## config.mk

```make
export PLATFORM = sky130hd
export DESIGN_NAME = keypad_scanner
export DESIGN_NICKNAME = d
export VERILOG_FILES = /design/src/rtl/keypad_pkg.sv /design/src/rtl/key_event_slot.sv /design/src/rtl/keypad_scanner.sv
export SDC_FILE = /design/constraint.sdc
export NUM_CORES = 1
export LEC_CHECK = 0
export CAP_MARGIN = 10
export CORE_AREA = 2 2 87 89
export DETAILED_ROUTE_END_ITERATION = 16
export DIE_AREA = 0 0 89 91
export GPL_ROUTABILITY_DRIVEN = 0
export PLACE_DENSITY_LB_ADDON = 0.1
export SYNTH_ARGS = -nofsm -noshare
export SYNTH_HDL_FRONTEND = slang
export SYNTH_SLANG_ARGS = --single-unit
export TNS_END_PERCENT = 1
```

## constraint.sdc

```tcl
create_clock -name clk -period 5.6 [get_ports clk]
set_input_delay 1.12 -clock clk [delete_from_list [all_inputs] [get_ports clk]]
set_output_delay 1.12 -clock clk [all_outputs]
set_load 0.03 [all_outputs]
```

## src/rtl/keypad_pkg.sv

```systemverilog
// Shared types for the keypad scanner and a legacy legend lookup for consumers.
package keypad_pkg;

    typedef enum logic [1:0] {
        SCAN    = 2'd0,
        CONFIRM = 2'd1,
        HELD    = 2'd2
    } state_e;

    // 4x4 legacy keymap: key index -> hex legend printed on the keycap.
    function automatic logic [3:0] keymap(input logic [3:0] idx);
        logic [3:0] legend;
        case (idx)
            4'd0:    legend = 4'h1;
            4'd1:    legend = 4'h2;
            4'd2:    legend = 4'h3;
            4'd3:    legend = 4'hA;
            4'd4:    legend = 4'h4;
            4'd5:    legend = 4'h5;
            4'd6:    legend = 4'h6;
            4'd7:    legend = 4'hB;
            4'd8:    legend = 4'h7;
            4'd9:    legend = 4'h8;
            4'd10:   legend = 4'h9;
            4'd11:   legend = 4'hC;
            4'd12:   legend = 4'hE;
            4'd13:   legend = 4'h0;
            4'd14:   legend = 4'hF;
            default: legend = 4'hD;
        endcase
        return legend;
    endfunction

endpackage

```

## src/rtl/key_event_slot.sv

```systemverilog
// One-entry valid/ready event slot with a sticky overflow flag.
module key_event_slot
    import keypad_pkg::*;
#(
    parameter int unsigned CODE_W = 4
) (
    input  logic              clk,
    input  logic              rst,
    input  logic              post_valid,
    input  logic [CODE_W-1:0] post_code,
    input  logic              post_rel,
    input  logic              ready,
    input  logic              overflow_clr,
    output logic              valid,
    output logic [CODE_W-1:0] code,
    output logic              rel,
    output logic              overflow
);

    logic              valid_q, valid_d;
    logic [CODE_W-1:0] code_q, code_d;
    logic              rel_q, rel_d;
    logic              overflow_q, overflow_d;
    logic              load;
    logic              drop;

    // Load when the slot is empty or draining this cycle; otherwise drop and flag.
    always_comb begin
        load       = post_valid & (~valid_q | ready);
        drop       = post_valid & valid_q & ~ready;
        valid_d    = load | (valid_q & ~ready);
        code_d     = load ? post_code : code_q;
        rel_d      = load ? post_rel : rel_q;
        overflow_d = overflow_clr ? 1'b0 : (overflow_q | drop);
    end

    // Slot registers.
    always_ff @(posedge clk or negedge rst) begin
        if (!rst) begin
            valid_q    <= 1'b0;
            code_q     <= '0;
            rel_q      <= 1'b0;
            overflow_q <= 1'b0;
        end else begin
            valid_q    <= valid_d;
            code_q     <= code_d;
            rel_q      <= rel_d;
            overflow_q <= overflow_d;
        end
    end

    assign valid    = valid_q;
    assign code     = code_q;
    assign rel      = rel_q;
    assign overflow = overflow_q;

endmodule

```

## src/rtl/keypad_scanner.sv

```systemverilog
// Column-scanning keypad controller: one key tracked at a time, press/repeat/release
// events delivered through a one-entry valid/ready slot.
module keypad_scanner
    import keypad_pkg::*;
#(
    parameter int unsigned N_ROWS    = 4,
    parameter int unsigned N_COLS    = 4,
    parameter int unsigned DWELL     = 16,
    parameter int unsigned REP_DELAY = 32,
    parameter int unsigned REP_RATE  = 8,
    localparam int unsigned CODE_W   = $clog2(N_ROWS * N_COLS)
) (
    input  logic              clk,
    input  logic              rst,
    input  logic [N_ROWS-1:0] row_debounced,
    input  logic              repeat_en,
    output logic [N_COLS-1:0] col,
    output logic              key_valid,
    input  logic              key_ready,
    output logic [CODE_W-1:0] key_code,
    output logic              key_release,
    output logic              overflow,
    input  logic              overflow_clr
);

    localparam int unsigned ROW_W   = $clog2(N_ROWS);
    localparam int unsigned COL_W   = $clog2(N_COLS);
    localparam int unsigned DW_W    = $clog2(DWELL);
    localparam int unsigned REP_MAX = (REP_DELAY > REP_RATE) ? REP_DELAY : REP_RATE;
    localparam int unsigned REP_W   = $clog2(REP_MAX + 1);

    state_e            state_q, state_d;
    logic [DW_W-1:0]   dwell_q, dwell_d;
    logic [COL_W-1:0]  col_index_q, col_index_d, col_next;
    logic [ROW_W-1:0]  row_q, row_d, low_row;
    logic [REP_W-1:0]  rep_q, rep_d, rep_target;
    logic              rep_first_q, rep_first_d;
    logic [N_COLS-1:0] col_q, col_d;
    logic              sample, found, row_hit;
    logic              post_valid, post_rel;
    logic [CODE_W-1:0] post_code;

    // Next-state, scan position, repeat timing and event posting.
    always_comb begin
        state_d     = state_q;
        col_index_d = col_index_q;
        row_d       = row_q;
        rep_d       = rep_q;
        rep_first_d = rep_first_q;
        post_valid  = 1'b0;
        post_rel    = 1'b0;

        sample  = (dwell_q == DW_W'(DWELL - 1));
        dwell_d = sample ? '0 : dwell_q + DW_W'(1);
        col_next = (col_index_q == COL_W'(N_COLS - 1)) ? '0 : col_index_q + COL_W'(1);
        row_hit  = row_debounced[row_q];
        rep_target = rep_first_q ? REP_W'(REP_RATE) : REP_W'(REP_DELAY);
        post_code  = CODE_W'(row_q) * CODE_W'(N_COLS) + CODE_W'(col_index_q);

        found   = 1'b0;
        low_row = '0;
        for (int unsigned i = 0; i < N_ROWS; i++) begin
            if (row_debounced[i] && !found) begin
                found   = 1'b1;
                low_row = ROW_W'(i);
            end
        end

        case (state_q)
            SCAN: begin
                if (sample) begin
                    if (found) begin
                        row_d   = low_row;
                        state_d = CONFIRM;
                    end else begin
                        col_index_d = col_next;
                    end
                end
            end
            CONFIRM: begin
                if (sample) begin
                    if (row_hit) begin
                        state_d     = HELD;
                        post_valid  = 1'b1;
                        rep_d       = '0;
                        rep_first_d = 1'b0;
                    end else begin
                        state_d     = SCAN;
                        col_index_d = col_next;
                    end
                end
            end
            HELD: begin
                if (sample) begin
                    if (!row_hit) begin
                        post_valid  = 1'b1;
                        post_rel    = 1'b1;
                        state_d     = SCAN;
                        col_index_d = col_next;
                    end else if (repeat_en) begin
                        if (rep_q + REP_W'(1) == rep_target) begin
                            post_valid  = 1'b1;
                            rep_d       = '0;
                            rep_first_d = 1'b1;
                        end else begin
                            rep_d = rep_q + REP_W'(1);
                        end
                    end
                end
            end
            default: state_d = SCAN;
        endcase

        if (!repeat_en) begin
            rep_d       = '0;
            rep_first_d = 1'b0;
        end

        // Decoding the next index keeps col aligned with col_index_q.
        col_d = ~(N_COLS'(1) << col_index_d);
    end

    // Scanner state registers.
    always_ff @(posedge clk or negedge rst) begin
        if (!rst) begin
            state_q     <= SCAN;
            dwell_q     <= '0;
            col_index_q <= '0;
            row_q       <= '0;
            rep_q       <= '0;
            rep_first_q <= 1'b0;
            col_q       <= ~N_COLS'(1);
        end else begin
            state_q     <= state_d;
            dwell_q     <= dwell_d;
            col_index_q <= col_index_d;
            row_q       <= row_d;
            rep_q       <= rep_d;
            rep_first_q <= rep_first_d;
            col_q       <= col_d;
        end
    end

    assign col = col_q;

    key_event_slot #(
        .CODE_W(CODE_W)
    ) u_slot (
        .clk          (clk),
        .rst          (rst),
        .post_valid   (post_valid),
        .post_code    (post_code),
        .post_rel     (post_rel),
        .ready        (key_ready),
        .overflow_clr (overflow_clr),
        .valid        (key_valid),
        .code         (key_code),
        .rel          (key_release),
        .overflow     (overflow)
    );

endmodule

```

-- After elaboration in Yosys (flattened, before gate mapping)
Cells that the tools add are included.
- muxes and demuxes: 49
- $lt $le $gt $ge: 1
- shift operators: 1
- reduce and logical (&&, ||, !) cells: 12
- $add $sub $neg: 4
- bitwise operators: 10
- eq/ne operators: 16
- operator list (cell ; count):
    6-bit two-way mux ; 7
    2-bit two-way mux ; 13
    1-bit two-way mux ; 22
    3-bit != test, second input constant ; 5
    6-bit case mux with 2 select lines ; 1
    2-bit != test, second input constant ; 5
    5-bit AND reduction ; 2
    6-bit by 1-bit adder with 6-bit output, second input constant ; 1
    6-bit == test ; 1
    2-bit case mux with 3 select lines ; 1
    6-bit AND reduction ; 1
    4-bit by 1-bit adder with 4-bit output, second input constant ; 1
    4-bit by 2-bit adder with 4-bit output ; 1
    1-bit bitwise AND ; 4
    2-bit == test, second input constant ; 2
    4-bit == test, second input constant ; 1
    4-bit two-way mux ; 1
    4-bit inverter ; 1
    1-bit case mux with 2 select lines ; 2
    2-bit case mux with 2 select lines ; 1
    1-bit by 2-bit left shift with 4-bit output, first input constant ; 1
    1-bit logical AND ; 3
    1-bit logical NOT ; 3
    2-bit by 3-bit < comparator with 1-bit output, second input constant ; 1
    9 further kinds ; 12
- output and inout bits: 11
- bits of input ports: 9
- word-level logic and storage cells: 104
- register bits after elaboration: 28

-- Logic depth before layout (Yosys ltp)
Gate-level depths: netlist of run 1.
- word-level depth: 15
- gate-level depth with buffers: 8
- gate-level depth less buffers: 7

-- Modules after synthesis
A second synthesis of run 1 with hierarchy kept.
- cell total of the unflattened synthesis: 149
- area total of the unflattened synthesis: 1546.5 sq um
- by module, submodules not included (module ; cells an instance ; instances ; sequential area each (sq um) ; area each (sq um)):
    keypad_scanner ; 131 ; 1 ; 529.3 ; 1249.9
    key_event_slot ; 18 ; 1 ; 175.2 ; 296.5

-- Least setup slack after synthesis of run 1
OpenSTA, ideal clock, no wires.
- path type: in2reg
- start: in row_debounced[3]
- end: reg col_q[2] (netlist: col[2])
- required time: 5525 ps
- setup time: 75 ps
- path slack: 3066 ps
- stages: 5
- buffers on the path: 0
- arrival time: 2459 ps
- path through: mux4_2 -> nand2b_4 -> a221o_1 -> and4_4 -> nor3_2
- longest elaborated chain between the ends: 7
- elaborated cells on any way between the ends: 11
- classes of those cells: shift (1); mux (8); bitwise (1); reduce/logical (1)
- ends and longest elaborated chain (item ; RTL line ; text):
    from (decl) ; keypad_scanner.sv:15 ; input logic [N_ROWS-1:0] row_debounced,
    1-bit binary-select mux with 2-bit select or 1-bit logical AND (tied branches) ; keypad_scanner.sv:56, keypad_scanner.sv:63 ;
    1-bit two-way mux (on tied branches) ; keypad_scanner.sv:56, keypad_scanner.sv:63 ;
    2-bit two-way mux (on tied branches) ; keypad_scanner.sv:82, keypad_scanner.sv:95, keypad_scanner.sv:72 ;
    2-bit two-way mux (on tied branches) ; keypad_scanner.sv:81, keypad_scanner.sv:71 ;
    2-bit case mux with 2 select lines (*) ; keypad_scanner.sv:69 ; case (state_q)
    1-bit by 2-bit left shift with 4-bit output (*) ; keypad_scanner.sv:120 ; col_d = ~(N_COLS'(1) << col_index_d);
    4-bit inverter (*) ; keypad_scanner.sv:120 ;
    named net col_d[2] ; keypad_scanner.sv:38 ; logic [N_COLS-1:0] col_q, col_d;
    to (signal assigned) ; keypad_scanner.sv:132 ; col_q <= ~N_COLS'(1);
    to (signal assigned) ; keypad_scanner.sv:140 ; col_q <= col_d;
    to (decl) ; keypad_scanner.sv:38 ;
The timed path passes the listed nets; every way through them passes the cells marked *. The select of a mux whose other input is x is not followed.
A chain may end at the register's enable or synchronous reset.

-- Worst setup path after layout of run 1
- start: in row_debounced[0]
- end: reg col_q[2] (netlist: col[2])
- longest elaborated chain between the ends: 15
- elaborated cells on any way between the ends: 19
- classes of those cells: shift (1); mux (11); bitwise (1); reduce/logical (6)
- ends and longest elaborated chain (item ; RTL line ; text):
    1-bit two-way mux ; keypad_scanner.sv:63 ; if (row_debounced[i] && !found) begin
    1-bit logical NOT ; keypad_scanner.sv:63 ;
    1-bit logical AND ; keypad_scanner.sv:63 ;
    1-bit two-way mux ; keypad_scanner.sv:63 ;
    1-bit logical NOT ; keypad_scanner.sv:63 ;
    1-bit logical AND ; keypad_scanner.sv:63 ;
    1-bit two-way mux ; keypad_scanner.sv:63 ;
    1-bit logical NOT ; keypad_scanner.sv:63 ;
    1-bit logical AND ; keypad_scanner.sv:63 ;
    1-bit two-way mux ; keypad_scanner.sv:63 ;
    2-bit two-way mux ; keypad_scanner.sv:72 ; if (found) begin
    2-bit two-way mux ; keypad_scanner.sv:71 ; if (sample) begin
    2-bit case mux with 2 select lines (*) ; keypad_scanner.sv:69 ;
    1-bit by 2-bit left shift with 4-bit output (*) ; keypad_scanner.sv:120 ;
    4-bit inverter (*) ; keypad_scanner.sv:120 ;
    named net col_d[2] ; keypad_scanner.sv:38 ;
Marked as above.

==> impl_metrics.json, run 1 <==
{
  "initial_core_util_pct": 24.37,
  "fin_ws_ns": 2.499,
  "yosys_warnings": 0,
  "cts_tree": "yes",
  "critPathTopFamily": "multiplexers",
  "ys.flop_type": "dfrtp_1",
  "period_minus_slack_ns": 3.101,
  "rrSetupSlack_ns": 3.25,
  "maxCapViolCount": 0,
  "cts.clk_slew.worst_paths_ns": 0.09,
  "avgSynthCellArea_um2": 9.202,
  "worst_pin_slew_ns": 0.6473,
  "max_freq_mhz": 322.5,
  "drt_iter0_drc": 63,
  "grt_pass1_vias": 1432,
  "postRouteWirelength_um": 4014,
  "drv_slew": 0,
  "cp-end-kind": "flop",
  "hold_depth": 1,
  "clock-sinks": 28,
  "final_layout_size_suffix_gt1_share_pct": 9.223,
  "crit_path_cell_trace": "clkdlybuf4s50_1 -> mux4_2 -> nand2b_4 -> a221o_1 -> and4_4 -> nor3_2",
  "drc": 0,
  "cp.required_ns": 5.81,
  "rows": 31,
  "pre_cts_ws_ns": 2.211,
  "portBuffers": 19,
  "finalHoldViolCount": 0,
  "ys_seq_elements": 28,
  "slew_headroom_pct": 56.39,
  "hp-class": "reg -> reg",
  "path_class": "in -> reg",
  "die_y_um": 91,
  "start_kind": "input pin",
  "cts.htree.levels": 1,
  "wire_per_inst_um": 13.16,
  "cts-buffers-inserted": 3,
  "powerDensity_nw_per_um2": 371.9,
  "grt_overflow": 0,
  "syn_area_um2": 1739,
  "peakVddDrop_mv": 0.1868,
  "vias_per_cell": 4.869,
  "nFillCells": 764,
  "syn-num-nets": 205,
  "reg2reg_depth": 5,
  "antenna_found_initial": 0,
  "period_share_pct": 55.38,
  "multi_input_area_um2": 978.4,
  "setup_viol": 0,
  "ys_types": 49,
  "slowest_delay_ns": 0.70,
  "synthCells": 189,
  "detail-route-antenna-nets": 0,
  "post_cts_hold_buffer_count": 0,
  "area_growth_pct": 20.86,
  "fin_skew_ns": 0.01261,
  "cp_num_buf_inv": 1,
  "rsz0062_at_grt": "false",
  "dr.pass1.iters": 4,
  "gr-usage-all-layers_pct": 10.82,
  "seq_area_um2": 704.4,
  "grt_pass1_wl_um": 6989,
  "fp.dieArea_um2": 8099,
  "vias": 1485,
  "post_cts_resized": 0,
  "io_pins": 20,
  "fp.dieW_um": 89,
  "worstPathMaxFanout": 21,
  "crit_cells": 6,
  "cts_root_buf": "clkbuf_8",
  "fin_hold_ws_ns": 0.4916,
  "core_um2": 7137,
  "nets": 223,
  "postSynth.asyncResetShare_pct": 100.0,
  "antenna_cells": 0,
  "grt_max_degree": 29,
  "p_leak_nw": 0.8510,
  "dp_hpwl_um": 2826,
  "status": "complete, no violations",
  "total_power_mw": 0.7817,
  "slowest_stage": "mux4_2",
  "cts_buffer_depth": 2,
  "cts_setup_buffers": 0,
  "setup_tns_ns": 0,
  "yosysSeqAreaShare_pct": 40.50,
  "synth_edf_count": 0,
  "clock_latency_ns": 0.28,
  "arrival_ns": 3.31
}
cells in the final DEF, fill, tap and decap left out, types with 2 or more instances in the layout:
cell type,instances
a211oi_1,3
a21o_1,2
a21oi_1,9
a221o_1,3
a22o_1,2
a31oi_1,3
a32o_1,5
and3_1,5
clkbuf_8,3
clkdlybuf4s50_1,19
dfrtp_1,25
dfstp_2,3
ha_1,7
inv_1,6
mux2_2,3
nand2_1,13
nand2b_1,3
nand3_1,8
nand3b_1,4
nor2_1,23
nor3_1,8
nor4_1,2
o21a_1,2
o21ai_0,12
o22ai_1,6
o41ai_1,2
or3_1,2
flip-flops by register name (all words and copies together), names as in the netlist:
register / cells
dwell_q: 4
u_slot.overflow: 1
col: 4
col_index_q: 2
u_slot.code: 4
row_q: 2
rep_q: 6
u_slot.rel: 1
u_slot.valid: 1
rep_first_q: 1
state_q: 2
through the flow:
step / utilization, % / area, µm² / std cells
floorplan: - / 1739 / 189
global placement: 28.45 / 2031 / 301
detailed placement: 28.45 / 2031 / 301
CTS: 29.45 / 2102 / 305
global route: 29.45 / 2102 / 305
finish: 29.45 / 2102 / 305
power by group:
part	switching, mW	internal, mW	total (mW)	leakage (nW)
clock	0.0681	0.0958	0.164	0.0357
combinational	0.190	0.146	0.336	0.448
sequential	0.0422	0.239	0.282	0.367
total	0.300	0.481	0.782	0.851
Yosys cell counts (all sizes together), types with 4 or more instances:
cell type	count	area (µm²)
nor2	23	86.33
nand3	8	40.04
nand2	13	48.80
inv	6	22.52
nor3	9	50.05
and3	5	31.28
nand3b	4	30.03
a32o	5	50.05
dfrtp	25	625.6
buf	4	18.76
nand2b	4	32.53
a21oi	9	45.04
ha	7	87.58
o22ai	6	37.54
o21ai	12	60.06
layout make-up:
type / count / share of cell area [%]
flip-flops and latches: 28 / 33.51
clock inverters: 1 / 1.429
inverters: 7 / 1.250
repair buffers: 20 / 9.405
multi-input cells: 147 / 46.55
well taps: 99 / 5.893
clock buffers: 3 / 1.964
routing by layer:
metal | global-route usage [%] | routed length [µm]
met1 | 15.44 | 2048
met2 | 16.67 | 1804
met3 | 2.455 | 128
met4 | 2.239 | 32
met5 | 0 | 0
path summary, 6_finish.rpt:
path                             startpoint    endpoint
setup / recovery           row_debounced[0]      col[2]
hold / removal                   dwell_q[0]  dwell_q[0]
setup reg to reg                   row_q[0]      col[2]
hold reg to reg                  dwell_q[0]  dwell_q[0]
max in group asynchronous               rst      col[1]
min in group asynchronous               rst    rep_q[1]
cell families after synthesis:
logic type,after synthesis,synth area share (%)
and+or+nand+nor,77,22.81
AOI/OAI and AO/OA,57,24.10
DFF,28,40.50
buffers and inverters,14,3.237
adders and majority gates,7,5.036
muxes,5,3.813
xor gates and xnor gates,1,0.5037
(Power assumes the default switching activity.)
==> run 2: changes to the inputs <==
clock period = 2.9 ns   (was 5.6 ns; I/O delays follow)
==> impl_metrics.json, run 2 (same netlist as run 1, synthesis figures left out) <==
{
  "nFillCells": 793,
  "postRouteWirelength_um": 4129,
  "place_area_um2": 2061,
  "fin_skew_ns": 0.01370,
  "peakVddDrop_mv": 0.2932,
  "p_leak_nw": 0.8579,
  "io_pins": 20,
  "initial_core_util_pct": 24.37,
  "final_common_cell": "dfrtp_1",
  "wire_per_inst_um": 13.36,
  "area_growth_pct": 21.08,
  "worstPathMaxFanout": 7,
  "clock_latency_ns": 0.28,
  "hp-class": "reg -> reg",
  "fp.dieW_um": 89,
  "vias": 1500,
  "rsz0062_at_grt": "false",
  "fin_cells": 309,
  "core_um2": 7137,
  "cts_buffer_depth": 2,
  "fin_hold_ws_ns": 0.4922,
  "powerDensity_nw_per_um2": 682.9,
  "drv_slew": 0,
  "detail-route-antenna-nets": 0,
  "start_kind": "input pin",
  "final_cell_area_um2": 2106,
  "setup_viol": 0,
  "max_freq_mhz": 418.6,
  "grt_pass1_vias": 1408,
  "worst_pin_slew_ns": 0.6752,
  "path_class": "in -> reg",
  "vias_per_cell": 4.854,
  "antenna_cells": 0,
  "drt_iter0_drc": 66,
  "period_share_pct": 82.37,
  "cts.clk_slew.worst_paths_ns": 0.10,
  "fp.dieArea_um2": 8099,
  "die_y_um": 91,
  "cts_tree": "yes",
  "dp_hpwl_um": 2914,
  "cp.required_ns": 3.10,
  "mostFrequentLayoutCells": "dfrtp_1, nor2_1, clkdlybuf4s50_1",
  "period_minus_slack_ns": 2.389,
  "clock-sinks": 28,
  "finalHoldViolCount": 0,
  "post_cts_resized": 0,
  "status": "complete, no violations",
  "cp-end-kind": "flop",
  "cts-buffers-inserted": 3,
  "top_register": "rep_q",
  "grt_max_degree": 29,
  "cts.htree.levels": 1,
  "portBuffers": 19,
  "drc": 0,
  "dp_cells": 305,
  "final_layout_size_suffix_gt1_share_pct": 10.48,
  "antenna_found_initial": 0,
  "grt_pass1_wl_um": 6948,
  "arrival_ns": 2.59,
  "rows": 31,
  "gr-usage-all-layers_pct": 10.74,
  "nets": 227,
  "post_cts_hold_buffer_count": 0,
  "largest_register_ffs": 6,
  "maxCapViolCount": 0,
  "cts_root_buf": "clkbuf_8",
  "setup_tns_ns": 0,
  "dr.pass1.iters": 4,
  "slew_headroom_pct": 54.51,
  "cts_setup_buffers": 0,
  "grt_overflow": 0
}
-- run 2: cell types whose count changed in the layout (fill, tap and decap cells not counted) --
cell       before  now
buf_4           1    5
bufinv_16       1    0
clkbuf_1        0    1
-- run 2: path summary, 6_finish.rpt --
path                             startpoint         end  slack, ns  depth (start not counted)
setup / recovery           row_debounced[1]      col[2]       0.51                          6
hold / removal                   dwell_q[0]  dwell_q[0]       0.49                          1
setup reg to reg                   row_q[0]      col[2]       0.72                          5
hold reg to reg                  dwell_q[0]  dwell_q[0]       0.49                          1
max in group asynchronous               rst      col[1]       1.89                          2
min in group asynchronous               rst    rep_q[1]       0.68                          2
-- run 2: metal layers --
metal	global-route usage (%)	up-vias	wire length, µm	share of wire, %
met5	0	-	0	0
met4	1.493	0	24	0.58
met3	2.364	2	147	3.6
met2	16.04	24	1805	44
met1	16.19	719	2152	52
li1	-	755	-	-
-- run 2: metrics by stage --
| stage | worst slack (ns) | total power, mW | util [%] |
|---|---|---|---|
| 4_1_cts | 0.5161 | 1.458 | 29.51 |
| 3_3_place_gp | 0.2469 | 1.227 | 28.87 |
| 5_1_grt | 0.4212 | 1.551 | 29.51 |
| 6_report | 0.5112 | 1.438 | 29.51 |
| 2_1_floorplan | 0.9061 | 1.001 | - |
| 3_5_place_dp | 0.2182 | 1.219 | 28.87 |
-- run 2: power by group --
group	switching [mW]	internal (mW)
sequential	0.0813	0.462
combinational	0.368	0.297
clock	0.131	0.0987
total	0.580	0.858
-- run 2: layout make-up --
cell class | count | area [µm²] | area share [%]
Multi-Input combinational cell | 147 | 978.4 | 46.46
Sequential cell | 28 | 704.4 | 33.45
Timing Repair Buffer | 24 | 227.7 | 10.81
Tap cell | 99 | 123.9 | 5.882
Clock buffer | 4 | 45.04 | 2.139
Inverter | 7 | 26.28 | 1.248
-- run 2: worst max-delay path, cell delays in order --
cell             delay [ns]
clkdlybuf4s50_1        0.48
mux4_2                 0.57
nand2b_4               0.19
a221o_1                0.43
nor3_1                 0.27
nor3_2                 0.08
